[src/rtl/rd_pkg.sv]
// Purpose: shared types, default parameters and width helper for the route distributor.
// Latency: n/a (declarations only).
// Backpressure: n/a.
package rd_pkg;

    typedef enum logic [1:0] {
        ST_IDLE = 2'd0,
        ST_RUN  = 2'd1,
        ST_DONE = 2'd2
    } rd_state_e;

    localparam int DEF_DIN_W  = 70;
    localparam int DEF_SLOT_N = 128;
    localparam int DEF_STEP   = 8;

    // Bits needed to hold any count in 0..n inclusive.
    function automatic int cnt_w(input int n);
        return $clog2(n + 1);
    endfunction

endpackage

[src/rtl/rd_step_cell.sv]
// Purpose: resolve one STEP-wide chunk of slots; each enabled slot takes the next data lane.
// Latency: combinational, zero cycles.
// Backpressure: none; pure function of its inputs.
//
// Ports:
//   mask  - slot-enable bits for this chunk
//   base  - number of lanes already consumed by lower chunks
//   din   - full lane vector
//   dout  - resolved slot values for this chunk (1 where disabled or lanes exhausted)
//   pop   - number of enabled slots in this chunk
module rd_step_cell
    import rd_pkg::*;
#(
    parameter int DIN_W  = DEF_DIN_W,
    parameter int STEP   = DEF_STEP,
    parameter int BASE_W = 8,
    parameter int POP_W  = 4
) (
    input  logic [STEP-1:0]   mask,
    input  logic [BASE_W-1:0] base,
    input  logic [DIN_W-1:0]  din,
    output logic [STEP-1:0]   dout,
    output logic [POP_W-1:0]  pop
);

    // Lane index can reach base + STEP; size the lookup so every reachable
    // index is in range and lanes at or beyond DIN_W read back as idle fill.
    localparam int K_W   = cnt_w((2 ** BASE_W) + STEP);
    localparam int LANES = 2 ** K_W;

    logic [LANES-1:0] din_ext;

    for (genvar i = 0; i < LANES; i++) begin : g_ext
        if (i < DIN_W) begin : g_lane
            assign din_ext[i] = din[i];
        end else begin : g_fill
            assign din_ext[i] = 1'b1;
        end
    end

    logic [K_W-1:0] k;

    always_comb begin
        k    = K_W'(base);
        pop  = '0;
        dout = '1;
        for (int j = 0; j < STEP; j++) begin
            if (mask[j]) begin
                dout[j] = din_ext[k];
            end
            k   = k + K_W'(mask[j]);
            pop = pop + POP_W'(mask[j]);
        end
    end

endmodule

[src/rtl/route_distributor_seq.sv]
// Purpose: distribute data lanes onto enabled output slots, STEP slots per clock.
// Latency: SLOT_N/STEP + 1 rising edges from accept to out_valid (17 at defaults).
// Backpressure: one request in flight; in_ready low until the result is taken via out_ready.
//
// Ports:
//   clk, rst                - clock, synchronous active-high reset
//   in_valid/in_ready       - request handshake carrying din and sw_mask
//   din                     - lane data, lane 0 goes to the lowest enabled slot
//   sw_mask                 - slot enables
//   out_valid/out_ready     - result handshake
//   dout                    - distributed slot vector (held while out_valid)
//   err_underflow/overflow  - fewer / more enabled slots than lanes, valid with out_valid
//   busy                    - request in progress
module route_distributor_seq
    import rd_pkg::*;
#(
    parameter int DIN_W  = DEF_DIN_W,
    parameter int SLOT_N = DEF_SLOT_N,
    parameter int STEP   = DEF_STEP
) (
    input  logic              clk,
    input  logic              rst,
    input  logic              in_valid,
    output logic              in_ready,
    input  logic [DIN_W-1:0]  din,
    input  logic [SLOT_N-1:0] sw_mask,
    output logic              out_valid,
    input  logic              out_ready,
    output logic [SLOT_N-1:0] dout,
    output logic              err_underflow,
    output logic              err_overflow,
    output logic              busy
);

    localparam int N_STEPS = SLOT_N / STEP;
    localparam int CNT_W   = cnt_w(SLOT_N);
    localparam int POP_W   = cnt_w(STEP);
    localparam int IDX_W   = (N_STEPS > 1) ? $clog2(N_STEPS) : 1;

    if (SLOT_N % STEP != 0) begin : g_bad_step
        $error("route_distributor_seq: SLOT_N must be a multiple of STEP");
    end

    rd_state_e state, state_nxt;

    logic [DIN_W-1:0]                din_q;
    logic [SLOT_N-1:0]               mask_q;
    logic [IDX_W-1:0]                idx_q;
    logic [CNT_W-1:0]                cnt_q;
    logic                            ovf_q;
    logic [N_STEPS-1:0][STEP-1:0]    dout_q;
    logic [N_STEPS-1:0][STEP-1:0]    mask_c;

    logic [STEP-1:0]  chunk_dout;
    logic [POP_W-1:0] chunk_pop;
    logic [31:0]      lane_sum;
    logic             accept;
    logic             last_step;

    assign mask_c    = mask_q;
    assign dout      = dout_q;
    assign accept    = in_valid && in_ready;
    assign last_step = (idx_q == IDX_W'(N_STEPS - 1));
    assign lane_sum  = 32'(cnt_q) + 32'(chunk_pop);

    rd_step_cell #(
        .DIN_W  (DIN_W),
        .STEP   (STEP),
        .BASE_W (CNT_W),
        .POP_W  (POP_W)
    ) u_cell (
        .mask (mask_c[idx_q]),
        .base (cnt_q),
        .din  (din_q),
        .dout (chunk_dout),
        .pop  (chunk_pop)
    );

    always_ff @(posedge clk) begin
        if (rst) begin
            state <= ST_IDLE;
        end else begin
            state <= state_nxt;
        end
    end

    always_comb begin
        state_nxt     = state;
        in_ready      = 1'b0;
        out_valid     = 1'b0;
        busy          = 1'b1;
        err_underflow = 1'b0;
        err_overflow  = 1'b0;
        case (state)
            ST_IDLE: begin
                in_ready = 1'b1;
                busy     = 1'b0;
                if (in_valid) begin
                    state_nxt = ST_RUN;
                end
            end
            ST_RUN: begin
                if (last_step) begin
                    state_nxt = ST_DONE;
                end
            end
            ST_DONE: begin
                out_valid = 1'b1;
                // The counter saturates at DIN_W, so "more than DIN_W" is
                // remembered separately in ovf_q.
                err_overflow  = ovf_q;
                err_underflow = !ovf_q && (32'(cnt_q) < 32'(DIN_W));
                if (out_ready) begin
                    state_nxt = ST_IDLE;
                end
            end
            default: begin
                state_nxt = ST_IDLE;
            end
        endcase
    end

    always_ff @(posedge clk) begin
        if (rst) begin
            din_q  <= '0;
            mask_q <= '0;
            idx_q  <= '0;
            cnt_q  <= '0;
            ovf_q  <= 1'b0;
            dout_q <= '1;
        end else begin
            case (state)
                ST_IDLE: begin
                    if (accept) begin
                        din_q  <= din;
                        mask_q <= sw_mask;
                        idx_q  <= '0;
                        cnt_q  <= '0;
                        ovf_q  <= 1'b0;
                        dout_q <= '1;
                    end
                end
                ST_RUN: begin
                    dout_q[idx_q] <= chunk_dout;
                    idx_q         <= idx_q + IDX_W'(1);
                    if (lane_sum > 32'(DIN_W)) begin
                        cnt_q <= CNT_W'(DIN_W);
                        ovf_q <= 1'b1;
                    end else begin
                        cnt_q <= CNT_W'(lane_sum);
                    end
                end
                default: begin
                end
            endcase
        end
    end

endmodule
[config.mk]
export PLATFORM = sky130hd
export DESIGN_NAME = route_distributor_seq
export DESIGN_NICKNAME = d
export VERILOG_FILES = /design/src/rtl/rd_pkg.sv /design/src/rtl/rd_step_cell.sv /design/src/rtl/route_distributor_seq.sv
export SDC_FILE = /design/constraint.sdc
export NUM_CORES = 1
export LEC_CHECK = 0
export ABC_CLOCK_PERIOD_IN_PS = 7300
export BUFFER_PORTS_ARGS = -buffer_cell sky130_fd_sc_hd__buf_4
export CORE_AREA = 2 2 368 224
export CTS_CLUSTER_SIZE = 12
export DETAILED_ROUTE_END_ITERATION = 10
export DIE_AREA = 0 0 370 226
export PLACE_DENSITY_LB_ADDON = 0.3
export SETUP_SLACK_MARGIN = 0.2
export SYNTH_ARGS = -nofsm -noshare
export SYNTH_HDL_FRONTEND = slang
export SYNTH_SLANG_ARGS = --single-unit
[constraint.sdc]
create_clock -name clk -period 7.3 [get_ports clk]
set_input_delay 1.825 -clock clk [delete_from_list [all_inputs] [get_ports clk]]
set_output_delay 1.825 -clock clk [all_outputs]
set_load 0.005 [all_outputs]
# After elaboration in Yosys (flattened, before gate mapping)
# Index checks and enable logic that the tools add are counted.
[classes]
order_cmp = 12
n_reduce_logical = 10
addsub = 16
muxes = 48
n_eq_ne = 8
[ops]
columns = ["op", "n"]
rows = [
  ["$pmux 128 s2", 1],
  ["$bwmux 128", 1],
  ["$mux 128", 1],
  ["$lt 9x10->1 const B", 7],
  ["$bmux 1 s9", 7],
  ["$add 9x1->9", 6],
  ["$bmux 8 s4", 1],
  ["$demux 8 s4", 1],
  ["$mux 8", 4],
  ["$add 4x1->4", 6],
  ["$mux 1", 23],
  ["$pmux 8 s2", 1],
  ["$lt 8x10->1 const B", 1],
  ["$ne 2x2->1 const B", 5],
  ["$add 8x1->9", 1],
  ["$add 8x4->9", 1],
  ["$gt 9x7->1 const B", 1],
  ["$bmux 1 s8", 1],
  ["$lt 8x7->1 const B", 1],
  ["$pmux 4 s2", 1],
  ["$mux 2", 3],
  ["$pmux 2 s3", 1],
  ["$reduce_and 3->1", 2],
  ["$lt 4x5->1 const B", 1],
  ["13 further kinds", 16],
]
[word_totals]
word_cells = 116
out_inout_bits = 133
regBits = 341

# Depth between registers and ports, before layout
[logic_depth]
depth_word = 14
mapped_depth = 27
ltp_nobuf = 24

# By module
# From an unflattened synthesis, not the netlist that was laid out.
[unflattened]
hier_cells = 2129
area_unflattened_um2 = 19716.4
[modules_own_cells]
columns = ["mod", "seq_area_each_um2", "area_per_inst_um2", "instances", "cells_per_inst"]
rows = [
  ["route_distributor_seq", 6826.5, 13405.4, 1, 1628],
  ["rd_step_cell", 0.0, 6311.1, 1, 501],
]

# Worst setup path after synthesis
# Ideal clock, no wire load.
[synth_path]
path_kind = "reg-to-reg"
from = "reg idx_q[0]"
to = "reg dout_q, in the netlist dout[47]"
period_less_slack_ps = 7443
path_stages_with_launch = 22
setup_slack_ps = -143
arrival_time_ps = 7321
required_ps = 7177
path_cell_list = "dfxtp_1 > clkbuf_1 > buf_1 > clkbuf_1 > mux4_2 > mux4_2 > ha_1 > ha_1 > ha_1 > ha_1 > ha_1 > ha_1 > xnor2_1 > xnor3_1 > xnor2_1 > xor2_1 > mux4_2 > nor4bb_1 > o21ai_1 > a2111oi_4 > buf_6 > mux2i_1"
[synth_between]
elab_chain_len = 14
elab_cells_between_ends = 19
classes_between = "add/sub (7); order compare (2); mux (9); reduce/logical (1)"
[synth_rtl]
columns = ["item", "line", "source"]
rows = [
  ["start, declared", "route_distributor_seq.sv:48", "logic [IDX_W-1:0] idx_q;"],
  ["start signal, assigned", "route_distributor_seq.sv:145", "idx_q <= idx_q + IDX_W'(1);"],
  ["$bmux 8 s4", "route_distributor_seq.sv:72", ".mask (mask_c[idx_q]),"],
  ["$mux 8 (not written as such)", "route_distributor_seq.sv:72", ""],
  ["$add 8x1->9", "rd_step_cell.sv:51", "k = k + K_W'(mask[j]);"],
  ["$add 9x1->9 (6 in series)", "rd_step_cell.sv:51", ""],
  ["$bmux 1 s9", "rd_step_cell.sv:49", "dout[j] = din_ext[k];"],
  ["$mux 1 (not written as such)", "rd_step_cell.sv:49", ""],
  ["$mux 1", "rd_step_cell.sv:48", "if (mask[j]) begin"],
  ["$bwmux 128 (*)", "route_distributor_seq.sv:144", "dout_q[idx_q] <= chunk_dout;"],
  ["$pmux 128 s2 (*)", "route_distributor_seq.sv:132", "case (state)"],
  ["end signal, assigned by index", "route_distributor_seq.sv:144", ""],
  ["end, declared", "route_distributor_seq.sv:51", "logic [N_STEPS-1:0][STEP-1:0] dout_q;"],
]
# Every way passes the cells marked *; elsewhere a longest branch is shown, timed or not. The select of a mux whose other input is x is not followed.
# A chain may end at the register's enable or synchronous reset.

# Final worst setup path
[layout_path]
from = "reg idx_q[0]"
to = "reg dout_q, in the netlist dout[103]"
# Same word-level chain as after synthesis.

==> impl_metrics.py <==
metrics = {
    "clock_network": {
        "htreeDepth": 2,
        "cts.sinks": 341,
        "clk_latency_ns": 0.59,
        "clockRootBuffer": "clkbuf_16",
        "clkTransAtPathRegs_ns": 0.06,
        "cts_tree": "yes",
        "hold_buffers": 0,
        "cts_buffers": 38,
        "clockBufferDepth": 3,
    },
    "setup_path": {
        "rr_worst_depth": 22,
        "crit_type": "flip-flop to flip-flop",
        "critPathLaunchType": "flip-flop",
        "crit_arrival_ns": 7.31,
        "required_ns": 7.75,
        "crit_path_cell_trace": "buf_4 > mux4_2 > mux4_2 > ha_1 > ha_1 > ha_1 > ha_1 > ha_1 > ha_1 > xnor2_1 > xnor3_1 > buf_4 > nand3_1 > nor3b_1 > mux2i_1 > xnor2_1 > mux2i_1 > mux2_2 > nand3_1 > a2111oi_4 > buf_4 > mux2i_1",
        "endpoint_kind": "flip-flop",
        "cp_max_fo": 15,
        "crit_path_frequent_cell": "ha_1",
        "cpPeakStageDelay_ns": 0.59,
        "crit_slowest_cell": "xnor2_1",
    },
    "detailed_routing": {
        "drtIter0Drc": 1656,
        "vias": 17600,
        "dr.pass1.iters": 5,
        "viasPerCell": 5.03,
        "wl_per_cell_um": 21.3,
        "wl_um": 74500,
        "ant_nets": 0,
        "drc": 0,
    },
    "yosys": {
        "syn_inst": 2147,
        "synth.avg_cell_area_um2": 9.28,
        "synth_adder_area_share": 0.0218,
        "syn_area_um2": 19900,
        "synth_top_family_by_area": "multiplexers",
        "synth_xor_area_frac": 0.0312,
        "synth-seq-cells": 341,
        "synth-simple-area-share": 0.187,
        "synth_edf_count": 0,
        "muxShareOfSynthArea": 0.250,
        "syn-num-nets": 2379,
        "async_flop_share": 0,
        "seq_area_frac_synth": 0.343,
        "ys.flop_type": "dfxtp_1",
        "synth_compound_area_frac": 0.126,
        "synth_warnings": 0,
        "synth.distinct_cells": 86,
    },
    "grt": {
        "grt_antenna_before_repair": 1,
        "overflow": 0,
        "grt_max_degree": 190,
        "grt_pass1_wl_um": 109000,
        "grt_pass1_vias": 16500,
        "track_usage": 0.172,
    },
    "floorplanning": {
        "core_um2": 80600,
        "dieHeight_um": 226,
        "placement_rows": 81,
        "ios": 335,
        "start_util": 0.247,
        "die_x_um": 370,
        "dieArea_um2": 83600,
    },
    "worst_hold_path": {
        "hold_depth": 2,
        "hold_class": "flip-flop to flip-flop",
    },
    "power_and_ir_drop": {
        "clockPowerShare": 0.343,
        "sw_frac_of_total": 0.322,
        "p_comb_frac": 0.290,
        "internal_power_mw": 3.76,
        "p_switching_mw": 1.78,
        "power_frac_seq": 0.367,
        "ir_drop_mv": 0.169,
        "leakagePower_nw": 9.00,
        "p_per_area_nw_per_um2": 223,
    },
    "place": {
        "place_area_um2": 23500,
        "dp_slack_ns": 0.359,
        "gp_congestion": 0.922,
        "dp_hpwl_um": 54700,
        "io_buffers": 334,
    },
    "timing": {
        "rsz0062_at_grt": "yes",
        "tns_ns": 0,
        "maxSlewHeadroom": 0.165,
        "clock_skew_ns": 0.0226,
        "worst_slew_pin_slew_ns": 1.25,
        "setup_viol": 0,
        "fin_crit_ns": 6.87,
        "clock.fmax_ghz": 0.146,
        "post-route-period-util": 0.941,
        "setup_ws_ns": 0.432,
        "timing.final.hold_violations": 0,
        "drv_slew": 0,
    },
    "finish": {
        "fin_nets": 2631,
        "fin_util": 0.308,
        "syn_to_final_growth_pct": 24.6,
        "fin_area_um2": 24800,
        "drive_above_1_share": 0.300,
    },
    "outcome": {
        "status": "finished, final reports clean",
    },
    "job": {
        "max_cap_violations": 0,
    },
}
[cell usage after synthesis (4+ instances only)]
| cell type | count | area, µm² |
|---|---|---|
| buf_2 | 14 | 70.1 |
| a211oi_1 | 20 | 150 |
| a31oi_1 | 8 | 50.1 |
| o211ai_1 | 5 | 37.5 |
| nand2b_1 | 30 | 188 |
| mux4_2 | 185 | 4170 |
| o21bai_1 | 6 | 45.0 |
| xnor2_2 | 5 | 81.3 |
| nand3_1 | 28 | 140 |
| nor3_1 | 72 | 360 |
| dfxtp_1 | 341 | 6830 |
| xor2_1 | 11 | 96.3 |
| a21oi_1 | 323 | 1620 |
| o21ai_0 | 27 | 135 |
| buf_6 | 4 | 45.0 |
| nand3b_1 | 4 | 30.0 |
| and2_1 | 24 | 150 |
| or2_2 | 48 | 300 |
| and3_1 | 6 | 37.5 |
| or3_1 | 5 | 31.3 |
| ha_1 | 25 | 313 |
| nand2_1 | 471 | 1770 |
| buf_1 | 28 | 105 |
| mux2i_1 | 72 | 721 |
| o31ai_1 | 5 | 37.5 |
| nor2_1 | 77 | 289 |
| mux2_2 | 9 | 101 |
| xnor2_4 | 4 | 110 |
| xnor2_1 | 21 | 184 |
| buf_4 | 4 | 30.0 |
| fa_1 | 5 | 100 |
| clkbuf_1 | 130 | 488 |
| o221ai_1 | 4 | 35.0 |
| nor3b_1 | 4 | 30.0 |
| a311oi_1 | 5 | 43.8 |
| nand4_1 | 7 | 43.8 |
| inv_1 | 20 | 75.1 |
| nor2b_1 | 15 | 93.8 |
[flip-flops by register name, indices dropped and copies added (netlist names)]
signal  cells
dout      128
mask_c    128
din_q      70
cnt_q       8
idx_q       4
state       2
ovf_q       1
[through the flow]
| step | power (mW) | hold WS [ns] | cells |
|---|---|---|---|
| finish | 5.54 | 0.450 | 3503 |
| global route | 5.80 | 0.464 | 3502 |
| CTS | 5.58 | 0.452 | 3499 |
| detailed placement | 3.66 | 0.445 | 3435 |
| global placement | 3.66 | 0.440 | 3435 |
| floorplan | 3.14 | 0.433 | 2147 |
[worst max-delay path, delay by kind of cell (launching register included)]
kind | cells | cell delay, ns
AOI/OAI and AO/OA | 1 | 0.33
xor gates and xnor gates | 3 | 1.04
adders and majority gates | 6 | 1.85
buffers and inverters | 3 | 0.72
DFF | 1 | 0.39
muxes | 6 | 1.86
and+or+nand+nor | 3 | 0.52
[power groups by stage]
stage                     sequential, mW  clock [mW]  combinational, mW
final                               2.03        1.90               1.61
after CTS                           2.03        1.96               1.59
after global placement              2.07           0               1.59
after floorplan                     2.02           0               1.12
after global routing                2.04        2.04               1.72
after detailed placement            2.07           0               1.59
[cells in the final DEF, fill, tap and decap left out, types with 21 or more instances in the layout]
cell type  synthesis  layout
mux4_2           185     185
nand3_1           28      28
xnor2_1           21      21
ha_1              25      24
mux2i_1           72      71
nor3_1            72      72
nand2_1          471     470
o21ai_0           27      27
nand2b_1          30      30
or2_2             48      48
clkbuf_16          0      38
dfxtp_1          341     339
and2_1            24      23
nor2_1            77      77
buf_4              4     386
a21oi_1          323     323
[cells by family (layout without fill, tap and decap cells)]
family | Yosys count | in the layout
DFF | 341 | 341
muxes | 266 | 266
other | 0 | 1
xor gates and xnor gates | 48 | 48
buffers and inverters | 200 | 476
adders and majority gates | 32 | 32
AOI/OAI and AO/OA | 443 | 443
and+or+nand+nor | 817 | 817
[layer usage]
metal	track usage	wire length, µm	part of all wire
met1	0.261	35400	0.48
met3	0.0493	7120	0.096
met2	0.238	30600	0.41
met5	0	13	0.00017
met4	0.0368	1380	0.019
[what timing repair did]
| item | 4_1_cts | 5_1_grt |
|---|---|---|
| gates resized for setup | 0 | 7 |
| setup endpoints to repair | 0 | 33 |
| setup buffers | 0 | 3 |
[cell type report]
type | count | area, µm²
clock buffers | 52 | 1020
clock inverters | 12 | 170
multi-input cells | 1606 | 12400
well taps | 1079 | 1350
fillers | 8543 | 55700
inverters | 20 | 75.1
repair buffers | 392 | 3010
diodes | 1 | 2.50
flip-flops and latches | 341 | 6830
[path summary, 6_finish.rpt]
check | startpoint | end | slack [ns]
worst min-delay path | mask_c[47] | mask_c[47] | 0.45
worst max register to register | idx_q[0] | dout[103] | 0.43
worst max-delay path | idx_q[0] | dout[103] | 0.43
worst min register to register | mask_c[47] | mask_c[47] | 0.45
(Power assumes the default switching activity.)
